## src/rtl/calc_pkg.sv

```systemverilog
// calc_pkg: shared definitions for the keypad calculator controller.
// Holds the key code constants, the controller state encoding, the default
// ALU latency and small helpers for classifying keys and shifting in digits.
package calc_pkg;

    // Number of cycles the ALU inputs are held before the result is sampled
    localparam int ALU_LAT_DEF = 2;

    // Key codes presented on key_code
    localparam logic [3:0] KEY_PLUS  = 4'd10;
    localparam logic [3:0] KEY_MINUS = 4'd11;
    localparam logic [3:0] KEY_EQ    = 4'd12;
    localparam logic [3:0] KEY_CLR   = 4'd13;

    // Maximum number of BCD digits per operand
    localparam logic [2:0] DIGITS_MAX = 3'd4;

    typedef enum logic [2:0] {
        ST_ENTRY_A = 3'd0,
        ST_ENTRY_B = 3'd1,
        ST_EXEC    = 3'd2,
        ST_SHOW    = 3'd3,
        ST_ERROR   = 3'd4
    } calc_state_e;

    function automatic logic is_digit(input logic [3:0] code);
        return (code <= 4'd9);
    endfunction

    function automatic logic is_op(input logic [3:0] code);
        return (code == KEY_PLUS) || (code == KEY_MINUS);
    endfunction

    // Shift a 4-digit BCD value left by one digit, appending d
    function automatic logic [15:0] shift_in(input logic [15:0] x, input logic [3:0] d);
        return {x[11:0], d};
    endfunction

endpackage

```

## src/rtl/bcd_ovf_chk.sv

```systemverilog
// bcd_ovf_chk: combinational decimal carry out of digit 3 for a + b.
// Ports:
//   a, b  : 4-digit BCD operands
//   carry : 1 when the decimal sum does not fit in 4 digits
module bcd_ovf_chk (
    input  logic [15:0] a,
    input  logic [15:0] b,
    output logic        carry
);

    logic [4:0] dsum_s;
    logic       c_s;

    // Ripple a decimal carry through the four digits
    always_comb begin
        dsum_s = 5'd0;
        c_s    = 1'b0;
        for (int i = 0; i < 4; i++) begin
            dsum_s = {1'b0, a[4*i +: 4]} + {1'b0, b[4*i +: 4]} + {4'd0, c_s};
            if (dsum_s > 5'd9) begin
                c_s = 1'b1;
            end else begin
                c_s = 1'b0;
            end
        end
        carry = c_s;
    end

endmodule

```

## src/rtl/calc_ctrl.sv

```systemverilog
// calc_ctrl: keypad-driven controller for a 4-digit BCD add/subtract ALU.
// Collects operand A and B digits from keypad strobes, drives the ALU with
// stable operands for ALU_LAT cycles, captures the result and shows it.
// Ports:
//   clk, rst_n           : clock, asynchronous active-low reset
//   key_valid, key_code  : one-cycle keypad strobe and code
//   alu_a, alu_b, alu_op : operands and op (1 = add) to the ALU
//   alu_res, alu_ovf,
//   alu_sign             : ALU magnitude result and flags
//   disp, disp_neg       : display value and minus sign
//   err, busy, res_valid : error state, EXEC in progress, result strobe
module calc_ctrl
    import calc_pkg::*;
#(
    parameter int ALU_LAT = ALU_LAT_DEF
) (
    input  logic        clk,
    input  logic        rst_n,
    input  logic        key_valid,
    input  logic [3:0]  key_code,
    output logic [15:0] alu_a,
    output logic [15:0] alu_b,
    output logic        alu_op,
    input  logic [15:0] alu_res,
    input  logic        alu_ovf,
    input  logic        alu_sign,
    output logic [15:0] disp,
    output logic        disp_neg,
    output logic        err,
    output logic        busy,
    output logic        res_valid
);

    calc_state_e state_q, state_d;
    logic [15:0] a_q, a_d;
    logic [15:0] b_q, b_d;
    logic [2:0]  a_cnt_q, a_cnt_d;
    logic [2:0]  b_cnt_q, b_cnt_d;
    logic        op_q, op_d;
    logic [15:0] res_q, res_d;
    logic        sign_q, sign_d;
    logic [7:0]  cnt_q, cnt_d;
    logic [15:0] disp_q, disp_d;
    logic        disp_neg_q, disp_neg_d;
    logic        err_q, err_d;
    logic        busy_q, busy_d;
    logic        res_valid_q, res_valid_d;
    logic        carry_s;
    logic        ovf_s;

    bcd_ovf_chk u_ovf_chk (
        .a     (a_q),
        .b     (b_q),
        .carry (carry_s)
    );

    // Local decimal carry only matters for addition
    assign ovf_s = alu_ovf | (op_q & carry_s);

    // Next-state, operand and output computation
    always_comb begin
        state_d     = state_q;
        a_d         = a_q;
        b_d         = b_q;
        a_cnt_d     = a_cnt_q;
        b_cnt_d     = b_cnt_q;
        op_d        = op_q;
        res_d       = res_q;
        sign_d      = sign_q;
        cnt_d       = cnt_q;
        res_valid_d = 1'b0;

        // Clear works everywhere except EXEC, where keys are dropped
        if (key_valid && (key_code == KEY_CLR) && (state_q != ST_EXEC)) begin
            a_d     = 16'd0;
            b_d     = 16'd0;
            a_cnt_d = 3'd0;
            b_cnt_d = 3'd0;
            res_d   = 16'd0;
            sign_d  = 1'b0;
            cnt_d   = 8'd0;
            state_d = ST_ENTRY_A;
        end else begin
            case (state_q)
                ST_ENTRY_A: begin
                    if (key_valid && is_digit(key_code)) begin
                        if (a_cnt_q < DIGITS_MAX) begin
                            a_d     = shift_in(a_q, key_code);
                            a_cnt_d = a_cnt_q + 3'd1;
                        end else begin
                            a_d = a_q;
                        end
                    end else if (key_valid && is_op(key_code)) begin
                        op_d    = (key_code == KEY_PLUS);
                        b_d     = 16'd0;
                        b_cnt_d = 3'd0;
                        state_d = ST_ENTRY_B;
                    end else begin
                        state_d = ST_ENTRY_A;
                    end
                end
                ST_ENTRY_B: begin
                    if (key_valid && is_digit(key_code)) begin
                        if (b_cnt_q < DIGITS_MAX) begin
                            b_d     = shift_in(b_q, key_code);
                            b_cnt_d = b_cnt_q + 3'd1;
                        end else begin
                            b_d = b_q;
                        end
                    end else if (key_valid && is_op(key_code)) begin
                        // Operator can only be changed before B has digits
                        if (b_cnt_q == 3'd0) begin
                            op_d = (key_code == KEY_PLUS);
                        end else begin
                            op_d = op_q;
                        end
                    end else if (key_valid && (key_code == KEY_EQ)) begin
                        cnt_d   = 8'd0;
                        state_d = ST_EXEC;
                    end else begin
                        state_d = ST_ENTRY_B;
                    end
                end
                ST_EXEC: begin
                    // Operands held for cnt 0..ALU_LAT-1, sample on cnt == ALU_LAT
                    if (cnt_q == 8'(ALU_LAT)) begin
                        res_d       = alu_res;
                        sign_d      = alu_sign;
                        res_valid_d = 1'b1;
                        cnt_d       = 8'd0;
                        state_d     = ovf_s ? ST_ERROR : ST_SHOW;
                    end else begin
                        cnt_d = cnt_q + 8'd1;
                    end
                end
                ST_SHOW: begin
                    if (key_valid && is_digit(key_code)) begin
                        a_d     = {12'd0, key_code};
                        a_cnt_d = 3'd1;
                        state_d = ST_ENTRY_A;
                    end else if (key_valid && is_op(key_code)) begin
                        // A negative result cannot be chained as a magnitude
                        if (!sign_q) begin
                            a_d     = res_q;
                            a_cnt_d = DIGITS_MAX;
                            op_d    = (key_code == KEY_PLUS);
                            b_d     = 16'd0;
                            b_cnt_d = 3'd0;
                            state_d = ST_ENTRY_B;
                        end else begin
                            state_d = ST_SHOW;
                        end
                    end else begin
                        state_d = ST_SHOW;
                    end
                end
                ST_ERROR: begin
                    state_d = ST_ERROR;
                end
                default: begin
                    state_d = ST_ERROR;
                end
            endcase
        end

        // Outputs are registered, so derive them from the next state
        case (state_d)
            ST_ENTRY_A:        disp_d = a_d;
            ST_ENTRY_B, ST_EXEC: disp_d = b_d;
            ST_SHOW:           disp_d = res_d;
            ST_ERROR:          disp_d = 16'd0;
            default:           disp_d = 16'd0;
        endcase
        disp_neg_d = (state_d == ST_SHOW) && sign_d;
        err_d      = (state_d == ST_ERROR);
        busy_d     = (state_d == ST_EXEC);
    end

    // State, operand and output registers
    always_ff @(posedge clk or negedge rst_n) begin
        if (!rst_n) begin
            state_q     <= ST_ENTRY_A;
            a_q         <= 16'd0;
            b_q         <= 16'd0;
            a_cnt_q     <= 3'd0;
            b_cnt_q     <= 3'd0;
            op_q        <= 1'b1;
            res_q       <= 16'd0;
            sign_q      <= 1'b0;
            cnt_q       <= 8'd0;
            disp_q      <= 16'd0;
            disp_neg_q  <= 1'b0;
            err_q       <= 1'b0;
            busy_q      <= 1'b0;
            res_valid_q <= 1'b0;
        end else begin
            state_q     <= state_d;
            a_q         <= a_d;
            b_q         <= b_d;
            a_cnt_q     <= a_cnt_d;
            b_cnt_q     <= b_cnt_d;
            op_q        <= op_d;
            res_q       <= res_d;
            sign_q      <= sign_d;
            cnt_q       <= cnt_d;
            disp_q      <= disp_d;
            disp_neg_q  <= disp_neg_d;
            err_q       <= err_d;
            busy_q      <= busy_d;
            res_valid_q <= res_valid_d;
        end
    end

    assign alu_a     = a_q;
    assign alu_b     = b_q;
    assign alu_op    = op_q;
    assign disp      = disp_q;
    assign disp_neg  = disp_neg_q;
    assign err       = err_q;
    assign busy      = busy_q;
    assign res_valid = res_valid_q;

endmodule

```

## config.mk

```make
export PLATFORM = sky130hd
export DESIGN_NAME = calc_ctrl
export DESIGN_NICKNAME = d
export VERILOG_FILES = /design/src/rtl/calc_pkg.sv /design/src/rtl/bcd_ovf_chk.sv /design/src/rtl/calc_ctrl.sv
export SDC_FILE = /design/constraint.sdc
export NUM_CORES = 1
export LEC_CHECK = 0
export ABC_AREA = 0
export CORE_ASPECT_RATIO = 1.2
export CORE_MARGIN = 3
export CORE_UTILIZATION = 40
export CTS_BUF_LIST = sky130_fd_sc_hd__clkbuf_8
export DETAILED_ROUTE_END_ITERATION = 10
export PLACE_DENSITY = 0.64
export SETUP_SLACK_MARGIN = 0.15
export SLEW_MARGIN = 25
export SYNTH_ARGS = -nofsm -noshare
export SYNTH_HDL_FRONTEND = slang
export SYNTH_SLANG_ARGS = --single-unit
```

## constraint.sdc

```tcl
create_clock -name clk -period 10.8 [get_ports clk]
set_clock_uncertainty 0.1 [all_clocks]
set_input_delay 1.08 -clock clk [delete_from_list [all_inputs] [get_ports clk]]
set_output_delay 1.08 -clock clk [all_outputs]
set_load 0.05 [all_outputs]
```

## Yosys cells after proc, flatten, opt, wreduce, memory -nomap -nowiden

Index checks and enable logic that the tools add are counted.

| storage, ports and cells | value |
|---|---|
| flip-flop bits (word level) | 87 |
| output and inout bits | 53 |
| input bits | 25 |

| cells by class | value |
|---|---|
| equal/unequal tests | 35 |
| $lt $le $gt $ge | 7 |
| add/sub/neg operators | 10 |
| reductions and logical operators | 19 |
| multiplexer cells | 73 |
| bitwise operators | 3 |

Operators with widths:

| kind | number |
|---|---|
| 16-bit two-way mux | 17 |
| 16-bit one-hot mux with 3 select lines | 2 |
| 3-bit two-way mux | 22 |
| 8-bit two-way mux | 5 |
| 3-bit inequality test, second input constant | 12 |
| 16-bit one-hot mux with 2 select lines | 1 |
| 4-bit by 4-bit adder with 5-bit output | 4 |
| 5-bit by 4-bit > comparator with 1-bit output, second input constant | 4 |
| 1-bit two-way mux | 19 |
| 4-bit equality test, second input constant | 4 |
| 2-bit inequality test, second input constant | 8 |
| 8-bit one-hot mux with 2 select lines | 1 |
| 5-bit by 1-bit adder with 5-bit output | 3 |
| 3-bit by 2-bit equality test with 1-bit output, second input constant | 4 |
| 3-bit one-hot mux with 4 select lines | 1 |
| 10-bit AND reduction | 1 |
| 3-bit logical NOT | 3 |
| 3-bit one-hot mux with 3 select lines | 1 |
| 3-bit nonzero test | 3 |
| 8-bit by 1-bit adder with 8-bit output, second input constant | 1 |
| 8-bit by 2-bit equality test with 1-bit output, second input constant | 1 |
| 4-bit inequality test, second input constant | 2 |
| 8-bit AND reduction | 1 |
| 3-bit by 1-bit adder with 3-bit output, second input constant | 2 |
| 17 further kinds | 25 |

## Logic depth before layout (Yosys ltp)

Gate-level depths: netlist (run 1).

| depth | value |
|---|---|
| word-level depth | 21 |
| mapped depth | 32 |
| depth with buffers taken out | 31 |

## Modules after synthesis

A second synthesis (run 1) with hierarchy kept.

| unflattened totals | value |
|---|---|
| cell total of the unflattened synthesis | 468 |
| area total of the unflattened synthesis | 4,672.0 µm² |

By module, submodules not included:

| module | area each (µm²) | instances | cells each |
|---|---|---|---|
| calc_ctrl | 4,081.4 | 1 | 400 |
| bcd_ovf_chk | 590.6 | 1 | 68 |

## Least setup slack after synthesis (run 1)

OpenSTA, ideal clock, no wires.

| timing path | value |
|---|---|
| path type | register to register |
| start point | register b_q[0], in the netlist alu_b[0] |
| end point | register disp_q[13], in the netlist disp[13] |
| data arrival time | 6.355 ns |
| setup time | 0.137 ns |
| buffers on the path | 1 |
| stages on the path, launching flop included | 33 |
| setup slack | 4.208 ns |
| cell sequence | dfrtp_1 -> ha_1 -> inv_1 -> fa_1 -> inv_1 -> o221ai_1 -> o21ai_0 -> a221oi_1 -> fa_1 -> inv_1 -> fa_1 -> xor2_1 -> nor2_1 -> nor2_1 -> a211oi_1 -> fa_1 -> inv_1 -> fa_1 -> xor2_1 -> nor2_1 -> nor2_1 -> a211oi_1 -> fa_1 -> inv_1 -> fa_1 -> nand3b_1 -> o311a_1 -> nand3_1 -> a21oi_1 -> nor2_1 -> clkbuf_1 -> o211ai_1 -> o211ai_2 |

| on the way | value |
|---|---|
| longest elaborated chain between the ends | 21 |
| elaborated cells on any way between the ends | 24 |
| classes of those cells | add/sub (4); order compare (4); eq/ne (3); mux (9); bitwise (2); reduce/logical (2) |

RTL lines:

| element | line | text |
|---|---|---|
| start: declaration | calc_ctrl.sv:36 | `logic [15:0] b_q, b_d;` |
| start signal: assignment | calc_ctrl.sv:184 | `b_q <= 16'd0;` |
| start signal: assignment | calc_ctrl.sv:199 | `b_q <= b_d;` |
| 4-bit by 4-bit adder with 5-bit output (*) | bcd_ovf_chk.sv:19 | `dsum_s = {1'b0, a[4*i +: 4]} + {1'b0, b[4*i +: 4]} + {4'd0, c_s};` |
| 5-bit by 4-bit > comparator with 1-bit output (*) | bcd_ovf_chk.sv:20 | `if (dsum_s > 5'd9) begin` |
| 1-bit two-way mux (*) | bcd_ovf_chk.sv:20 |  |
| 5-bit by 1-bit adder with 5-bit output (*) | bcd_ovf_chk.sv:19 |  |
| 5-bit by 4-bit > comparator with 1-bit output (*) | bcd_ovf_chk.sv:20 |  |
| 1-bit two-way mux (*) | bcd_ovf_chk.sv:20 |  |
| 5-bit by 1-bit adder with 5-bit output (*) | bcd_ovf_chk.sv:19 |  |
| 5-bit by 4-bit > comparator with 1-bit output (*) | bcd_ovf_chk.sv:20 |  |
| [... 6 more ...] | n/a |  |
| 3-bit two-way mux (*) | calc_ctrl.sv:131 | `state_d = ovf_s ? ST_ERROR : ST_SHOW;` |
| 3-bit two-way mux (*) | calc_ctrl.sv:126 | `if (cnt_q == 8'(ALU_LAT)) begin` |
| 3-bit one-hot mux with 4 select lines (*) | calc_ctrl.sv:84 | `case (state_q)` |
| 3-bit two-way mux (*) | calc_ctrl.sv:74 | `if (key_valid && (key_code == KEY_CLR) && (state_q != ST_EXEC)) begin` |
| 3-bit by 2-bit equality test with 1-bit output / 3-bit by 1-bit equality test with 1-bit output (equally long branches) | calc_ctrl.sv:167 | `case (state_d)` |
| 2-bit OR reduction | calc_ctrl.sv:167 |  |
| 16-bit one-hot mux with 3 select lines (*) | calc_ctrl.sv:167 |  |
| net disp_d[13] | calc_ctrl.sv:43 | `logic [15:0] disp_q, disp_d;` |
| end signal: assignment | calc_ctrl.sv:206 | `disp_q <= disp_d;` |
| end: declaration | calc_ctrl.sv:43 |  |

Mark *: on every way through the listed nets, which the timed path passes. The rest lies on a longest branch.
A chain may end at the register's enable or synchronous reset.

## Final worst setup path (run 1)

| timing path | value |
|---|---|
| start point | register a_q[0], in the netlist alu_a[0] |
| end point | register disp_q[5], in the netlist disp[5] |

| on the way | value |
|---|---|
| longest elaborated chain between the ends | 21 |
| elaborated cells on any way between the ends | 24 |
| classes of those cells | add/sub (4); order compare (4); eq/ne (3); mux (9); bitwise (2); reduce/logical (2) |

RTL lines:

| element | line | text |
|---|---|---|
| start: declaration | calc_ctrl.sv:35 | `logic [15:0] a_q, a_d;` |
| start signal: assignment | calc_ctrl.sv:183 | `a_q <= 16'd0;` |
| start signal: assignment | calc_ctrl.sv:198 | `a_q <= a_d;` |
| 4-bit by 4-bit adder with 5-bit output (*) | bcd_ovf_chk.sv:19 |  |
| 5-bit by 4-bit > comparator with 1-bit output (*) | bcd_ovf_chk.sv:20 |  |
| 1-bit two-way mux (*) | bcd_ovf_chk.sv:20 |  |
| 5-bit by 1-bit adder with 5-bit output (*) | bcd_ovf_chk.sv:19 |  |
| 5-bit by 4-bit > comparator with 1-bit output (*) | bcd_ovf_chk.sv:20 |  |
| 1-bit two-way mux (*) | bcd_ovf_chk.sv:20 |  |
| 5-bit by 1-bit adder with 5-bit output (*) | bcd_ovf_chk.sv:19 |  |
| 5-bit by 4-bit > comparator with 1-bit output (*) | bcd_ovf_chk.sv:20 |  |
| [... 6 more ...] | n/a |  |
| 3-bit two-way mux (*) | calc_ctrl.sv:131 |  |
| 3-bit two-way mux (*) | calc_ctrl.sv:126 |  |
| 3-bit one-hot mux with 4 select lines (*) | calc_ctrl.sv:84 |  |
| 3-bit two-way mux (*) | calc_ctrl.sv:74 |  |
| 3-bit by 2-bit equality test with 1-bit output / 3-bit by 1-bit equality test with 1-bit output (equally long branches) | calc_ctrl.sv:167 |  |
| 2-bit OR reduction | calc_ctrl.sv:167 |  |
| 16-bit one-hot mux with 3 select lines (*) | calc_ctrl.sv:167 |  |
| net disp_d[5] | calc_ctrl.sv:43 |  |

Marks and branches as above.

==> flow_summary.ini, run 1 <==
[synthesis]
synth-edff-count = 0
yosys.cell_types.count = 64
netlist_instances = 471
synth_nets = 521
synth_ff_type = sky130_fd_sc_hd__dfrtp_1
post_synth.cell_area_avg_sq_um = 9.95
synth.yosys.seq_area_share_pct = 46.5
mappedNetlistArea_sq_mm = 0.00469
ys_top_cells_by_area = sky130_fd_sc_hd__dfrtp_1, sky130_fd_sc_hd__ha_1, sky130_fd_sc_hd__nand2_1
post_synth_arst_share_pct = 100
post-synth-top-count-cell = sky130_fd_sc_hd__dfrtp_1
yosysTopAreaCell = sky130_fd_sc_hd__dfrtp_1
yosysWarnings = 0
synth_top_area_share_pct = 45.9
post_synth_most_frequent_cells = sky130_fd_sc_hd__dfrtp_1, sky130_fd_sc_hd__nand2_1, sky130_fd_sc_hd__inv_1, sky130_fd_sc_hd__nor2_1, sky130_fd_sc_hd__o211ai_1
synth.ff_latch_count = 87

[global_routing]
first_global_vias = 3937
grt_antenna_before_repair = 0
grt_pass1_wl_microns = 21200
maximum_number_of_pins_on_one_net_before_global_route_repair = 83
overflow = 0
track_usage_pct = 20.2

[sta]
worst-slew-pin-transition_ns = 0.909
post-route-min-period_ns = 7.16
max_freq_mhz = 140
maxSlewHeadroom_pct = 39.2
fin_crit_sh_pct = 66.3
rsz_0062_raised_after_global_routing = no
report.final.setup_viol = 0
final_hold_vio_count = 0
tns_ns = 0
finalMaxSlewViolations = 0
timing.final.ws_setup_ns = 3.64

[die]
die_area_sq_mm = 0.0131
floorplan.io_pins = 78
num_rows = 42
die_w_microns = 105
die_height_microns = 125
core_sq_mm = 0.0112
floorplan.initialDensity_pct = 41.7

[worst_setup_path]
worstReg2RegStart = alu_a[0]
critical_path_class = reg -> reg
highest_cell_delay_on_the_worst_timing_path_ns = 0.55
critical_path_arrival_ns = 7.27
worst_setup_path_start_kind = flop
cp_max_fo = 16
critical_path_required_ns = 10.91
critical-path-top-cell-by-count = sky130_fd_sc_hd__fa_1
crit_start = alu_a[0]
critical-path-slowest-cell = sky130_fd_sc_hd__nor2_2
timing.critical_path.to_type = flop
rr_worst_depth = 31

[route]
drt_first_iter_violations = 367
drt-vias-per-instance = 5.63
routedWlPerCell_microns = 18.7
antenna_violating_nets_post_route = 0
num_vias = 3911
firstDrtPassIters = 5
route.final.wire_length_microns = 13000
drc = 0

[clock_network]
clock_sinks = 87
cts-htree-levels = 3
cts_post_setup_buffers_inserted = 0
cts-root-buf = sky130_fd_sc_hd__clkbuf_8
postCtsResizedCells = 0
ctsHoldBuffers = 0
cts_max_path_buffers = 2
cts_inserted_buffers = 9
cts.reportedPaths.clkPinSlew_ns = 0.08
clock_tree_from_tritoncts = done
insertion_delay_ns = 0.36

[power_and_ir_drop]
power.leakage_nw = 2.63
max_ir_drop_vdd_uv = 113
power_per_cell_area_mw_per_mm2 = 319

[placement]
placedInstanceArea_sq_mm = 0.00554
place.detailed.instances = 682
pre_cts_slack_ns = 3.39
detailed_place_hpwl_microns = 9370
routability_congestion_estimate_from_global_placement = 0.856
port_buffers = 77

[layout]
area_delta_synth_final_pct = 22.5
fillCellCount = 1079
fin_util_pct = 51.0
non_filler_instance_count_after_layout = 695
fin_nets = 589
finalInstanceArea_sq_mm = 0.00574
fraction_of_final_layout_cells_sized_beyond_drive_strength_1_pct = 9.80
antenna_fix_cells = 0

[min_path]
timing.hold.worst_path_depth = 1
hold_path.startpoint = cnt_q[7]
min_path_type = reg -> reg

[run]
cap_violations = 0

[outcome]
run_status = completed
[final cells by class]
| type | count | area, sq um | share of cell area (%) |
|---|---|---|---|
| Multi-Input combinational cell | 318 | 2220 | 38.7 |
| Timing Repair Buffer | 80 | 795 | 13.8 |
| Tap cell | 154 | 193 | 3.36 |
| Clock inverter | 2 | 33.8 | 0.589 |
| Inverter | 43 | 166 | 2.90 |
| Sequential cell | 87 | 2180 | 38.0 |
| Clock buffer | 11 | 151 | 2.64 |
[metrics by stage]
stage | total power (W) | hold WS [ns]
6_report | 0.00183 | 0.396
5_1_grt | 0.00196 | 0.402
4_1_cts | 0.00184 | 0.393
3_5_place_dp | 0.00161 | 0.377
3_3_place_gp | 0.00158 | 0.371
2_1_floorplan | 0.00129 | 0.347
[registers in the layout, summed over array words and instances (netlist names), 3 cells and up]
register / count
a_cnt_q: 3
alu_a: 16
alu_b: 16
b_cnt_q: 3
cnt_q: 8
disp: 16
res_q: 16
state_q: 3
[layer usage]
metal | vias up | wire (microns) | global-route usage [%]
met5 | - | 0 | 0
met4 | 0 | 219 | 7.18
met3 | 13 | 1030 | 4.51
met2 | 157 | 5990 | 31.3
met1 | 1919 | 5780 | 28.0
li1 | 1822 | - | -
[cells in the final DEF, fill, tap and decap left out, drive strengths merged, types with 2 or more instances in the layout]
cell	n
dfrtp	86
clkdlybuf4s50	76
nand2	58
inv	44
nor2	42
o211ai	28
o21ai	23
a21oi	23
a22oi	20
ha	18
a222oi	13
clkbuf	11
a21o	7
fa	7
nand3	6
or2	5
mux2i	4
a211oi	4
o221ai	4
xor2	4
nand2b	4
nor2b	4
nor3	4
buf	4
nor3b	4
o22ai	3
a21boi	3
o31ai	3
o21a	3
nand4b	2
and4b	2
or3	2
and3	2
or4	2
[final timing paths]
path,to,slack (ns)
max,disp[5],3.64
min,cnt_q[7],0.40
max reg2reg,disp[5],3.64
min reg2reg,cnt_q[7],0.40
max in group asynchronous,alu_b[12],9.27
min in group asynchronous,cnt_q[6],0.41
[power breakdown]
group	switching, W	internal (W)
logic	0.000653	0.000368
clock network	0.000108	0.000115
registers	0.000137	0.000452
total	0.000899	0.000934
[cells by family (layout without fill, tap and decap cells)]
kind of cell | after synthesis | in the layout | synth area share (%)
buffers and inverters | 66 | 136 | 6.57
multiplexers | 5 | 5 | 1.09
XOR/XNOR | 4 | 4 | 0.748
adder cells (fa/ha/maj) | 25 | 25 | 7.80
flip-flops | 87 | 87 | 46.5
AO/OA/AOI/OAI | 142 | 142 | 22.6
AND/OR/NAND/NOR | 142 | 142 | 14.7
[critical path: cells and delay by family, from the launching register on]
kind,cells,cell delay [ns]
xor+xnor,2,0.34
flops,1,0.43
buf+inv,5,0.27
simple gates,7,1.10
fa+ha+maj,8,2.60
compound gates,9,2.16
Note: power is estimated with default switching activity, not from simulation.
==> inputs of run 2 (changes only) <==
PLACE_DENSITY = 0.66   (was 0.64)
clock period = 6.06 ns   (was 10.8 ns; I/O delays follow)
==> run 2 against run 1 <==
Against the previous run: the run now ends with setup timing left; first-iteration DRC count is 26% lower; core utilization is 3.0 points higher; via count is 3.1% higher; clock power is 130% higher; final area is 5.8% higher; worst setup slack worse by 3.7 ns; count of clock-buffer cells in the layout is 1 higher; register-to-register slack worse by 3.7 ns; final cell count is 3.5% higher; critical path depth is 1 higher; routed wire length is 2.1% higher; critical endpoint is now disp[3]; largest power group unchanged.
==> flow_summary.ini, run 2 (same netlist as run 1, synthesis figures left out) <==
[outcome]
run_status = complete, but fails checks
violations_in_the_final_reports = setup timing

[clock_network]
cts_max_path_buffers = 2
clock_tree_from_tritoncts = done
clock_sinks = 87
cts.reportedPaths.clkPinSlew_ns = 0.09
cts_inserted_buffers = 9
cts-htree-levels = 3
insertion_delay_ns = 0.37
cts-root-buf = sky130_fd_sc_hd__clkbuf_8
ctsHoldBuffers = 0

[worst_setup_path]
critical_path.top_delay_family = adder cells
critical_path_buf_inv_count = 6
highest_cell_delay_on_the_worst_timing_path_ns = 0.49
timing.critical_path.to_type = flop
cp_max_fo = 7
critical_path_class = reg -> reg
critical_path_required_ns = 6.24
critical_path_arrival_ns = 6.26
worst_setup_path_start_kind = flop
critical-path-slowest-cell = sky130_fd_sc_hd__fa_1

[sta]
max_freq_mhz = 164
fin_crit_sh_pct = 100
report.final.setup_viol = 6
post-route-min-period_ns = 6.08
final_hold_vio_count = 0
timing.final.ws_setup_ns = -0.0242
maxSlewHeadroom_pct = 33.8
rsz_0062_raised_after_global_routing = yes
finalMaxSlewViolations = 0
worst-slew-pin-transition_ns = 0.992

[die]
die_w_microns = 105
floorplan.io_pins = 78
floorplan.initialDensity_pct = 41.7
die_area_sq_mm = 0.0131
num_rows = 42
die_height_microns = 125
core_sq_mm = 0.0112

[route]
drt_first_iter_violations = 270
antenna_violating_nets_post_route = 0
route.final.wire_length_microns = 13300
drt-vias-per-instance = 5.61
drc = 0
routedWlPerCell_microns = 18.5
num_vias = 4031
firstDrtPassIters = 5

[power_and_ir_drop]
power_per_cell_area_mw_per_mm2 = 591
seqPwrFrac_pct = 29.1
switching_share_pct = 47.2
power.share.combinational_pct = 56.4
power.leakage_nw = 2.77
power.clock.fraction_pct = 14.6
max_ir_drop_vdd_uv = 233
switching_power_summed_over_all_nets_w = 0.00169
p_int_w = 0.00189

[global_routing]
maximum_number_of_pins_on_one_net_before_global_route_repair = 65
track_usage_pct = 20.6
grt_antenna_before_repair = 0
overflow = 0
grt_pass1_wl_microns = 21200
first_global_vias = 3951

[placement]
routability_congestion_estimate_from_global_placement = 0.918
placedInstanceArea_sq_mm = 0.00574
port_buffers = 77
detailed_place_hpwl_microns = 9640

[layout]
antenna_fix_cells = 0
fin_nets = 610
fillCellCount = 1062
fraction_of_final_layout_cells_sized_beyond_drive_strength_1_pct = 18.4
area_delta_synth_final_pct = 29.6
finalInstanceArea_sq_mm = 0.00607
fin_util_pct = 54.0
final_cell_mix = sky130_fd_sc_hd__dfrtp_1, sky130_fd_sc_hd__clkdlybuf4s50_1, sky130_fd_sc_hd__nand2_1, sky130_fd_sc_hd__nor2_1, sky130_fd_sc_hd__inv_1
layout_commonest_cell = sky130_fd_sc_hd__dfrtp_1

[min_path]
min_path_type = in -> async

[run]
cap_violations = 0
## run 2: cell count changes in the layout (fill, tap and decap cells not counted), moves of 3 or more
cell                       delta
sky130_fd_sc_hd__buf_4       +21
sky130_fd_sc_hd__inv_1        -6
sky130_fd_sc_hd__fa_1         -5
sky130_fd_sc_hd__fa_2         +5
sky130_fd_sc_hd__inv_2        +5
sky130_fd_sc_hd__dfrtp_1      -4
sky130_fd_sc_hd__dfrtp_2      +4
sky130_fd_sc_hd__a211oi_1     -3
sky130_fd_sc_hd__a211oi_2     +3
## run 2: layout make-up
type                            instances  area [sq um]  share of cell area (%)
Clock inverter                          4          98.8                    1.63
Multi-Input combinational cell        318          2310                    38.1
Sequential cell                        87          2180                    36.0
Timing Repair Buffer                  101           952                    15.7
Clock buffer                           12           165                    2.72
Tap cell                              154           193                    3.17
Inverter                               43           166                    2.74
## run 2: timing repair
action / CTS / global route
pin swaps: 6 / 1
setup endpoints to repair: 21 / 21
setup buffers: 1 / 0
resized for setup: 6 / 6
## run 2: layer usage
metal	part of all wire, %	GRT usage [%]
met1	44	29.0
met3	6.3	3.16
met4	1.6	7.18
met5	0	0
met2	48	32.3
## run 2: worst paths after layout
kind | cells after the start | from | to | slack [ns]
worst max-delay path | 32 | alu_b[0] | disp[3] | -0.02
worst min-delay path | 1 | rst_n | state_q[2] | 0.04
worst max register to register | 32 | alu_b[0] | disp[3] | -0.02
worst min register to register | 2 | a_cnt_q[1] | a_cnt_q[1] | 0.40
max in group asynchronous | 2 | rst_n | alu_a[0] | 4.65
min in group clk | 2 | a_cnt_q[1] | a_cnt_q[1] | 0.40
## run 2: metrics by stage
step / setup slack, ns / hold WS, ns / setup TNS, ns / power [W] / instances
2_1_floorplan: 0.00194 / 0.210 / 0 / 0.00236 / 471
5_1_grt: -0.416 / 0.0449 / -6.50 / 0.00382 / 719
6_report: -0.0242 / 0.0354 / -0.0675 / 0.00359 / 719
3_3_place_gp: -0.0593 / 0.369 / -0.568 / 0.00298 / 702
4_1_cts: -0.0638 / 0.0323 / -0.518 / 0.00358 / 719
3_5_place_dp: -0.207 / 0.386 / -2.95 / 0.00302 / 702
## run 2: worst reg2reg max path, delay by kind of cell (launching register included)
kind,cells,cell delay [ns]
simple gates,7,0.55
flops,1,0.40
compound gates,9,1.72
buf+inv,6,0.38
xor+xnor,2,0.33
fa+ha+maj,8,2.53
## run 2: power by group through the flow
stage | clock [W] | sequential (W) | combinational, W
2_1_floorplan | 0 | 0.00143 | 0.000925
3_3_place_gp | 0 | 0.00104 | 0.00193
3_5_place_dp | 0 | 0.00105 | 0.00197
4_1_cts | 0.000531 | 0.00104 | 0.00201
5_1_grt | 0.000555 | 0.00107 | 0.00219
6_report | 0.000523 | 0.00104 | 0.00202
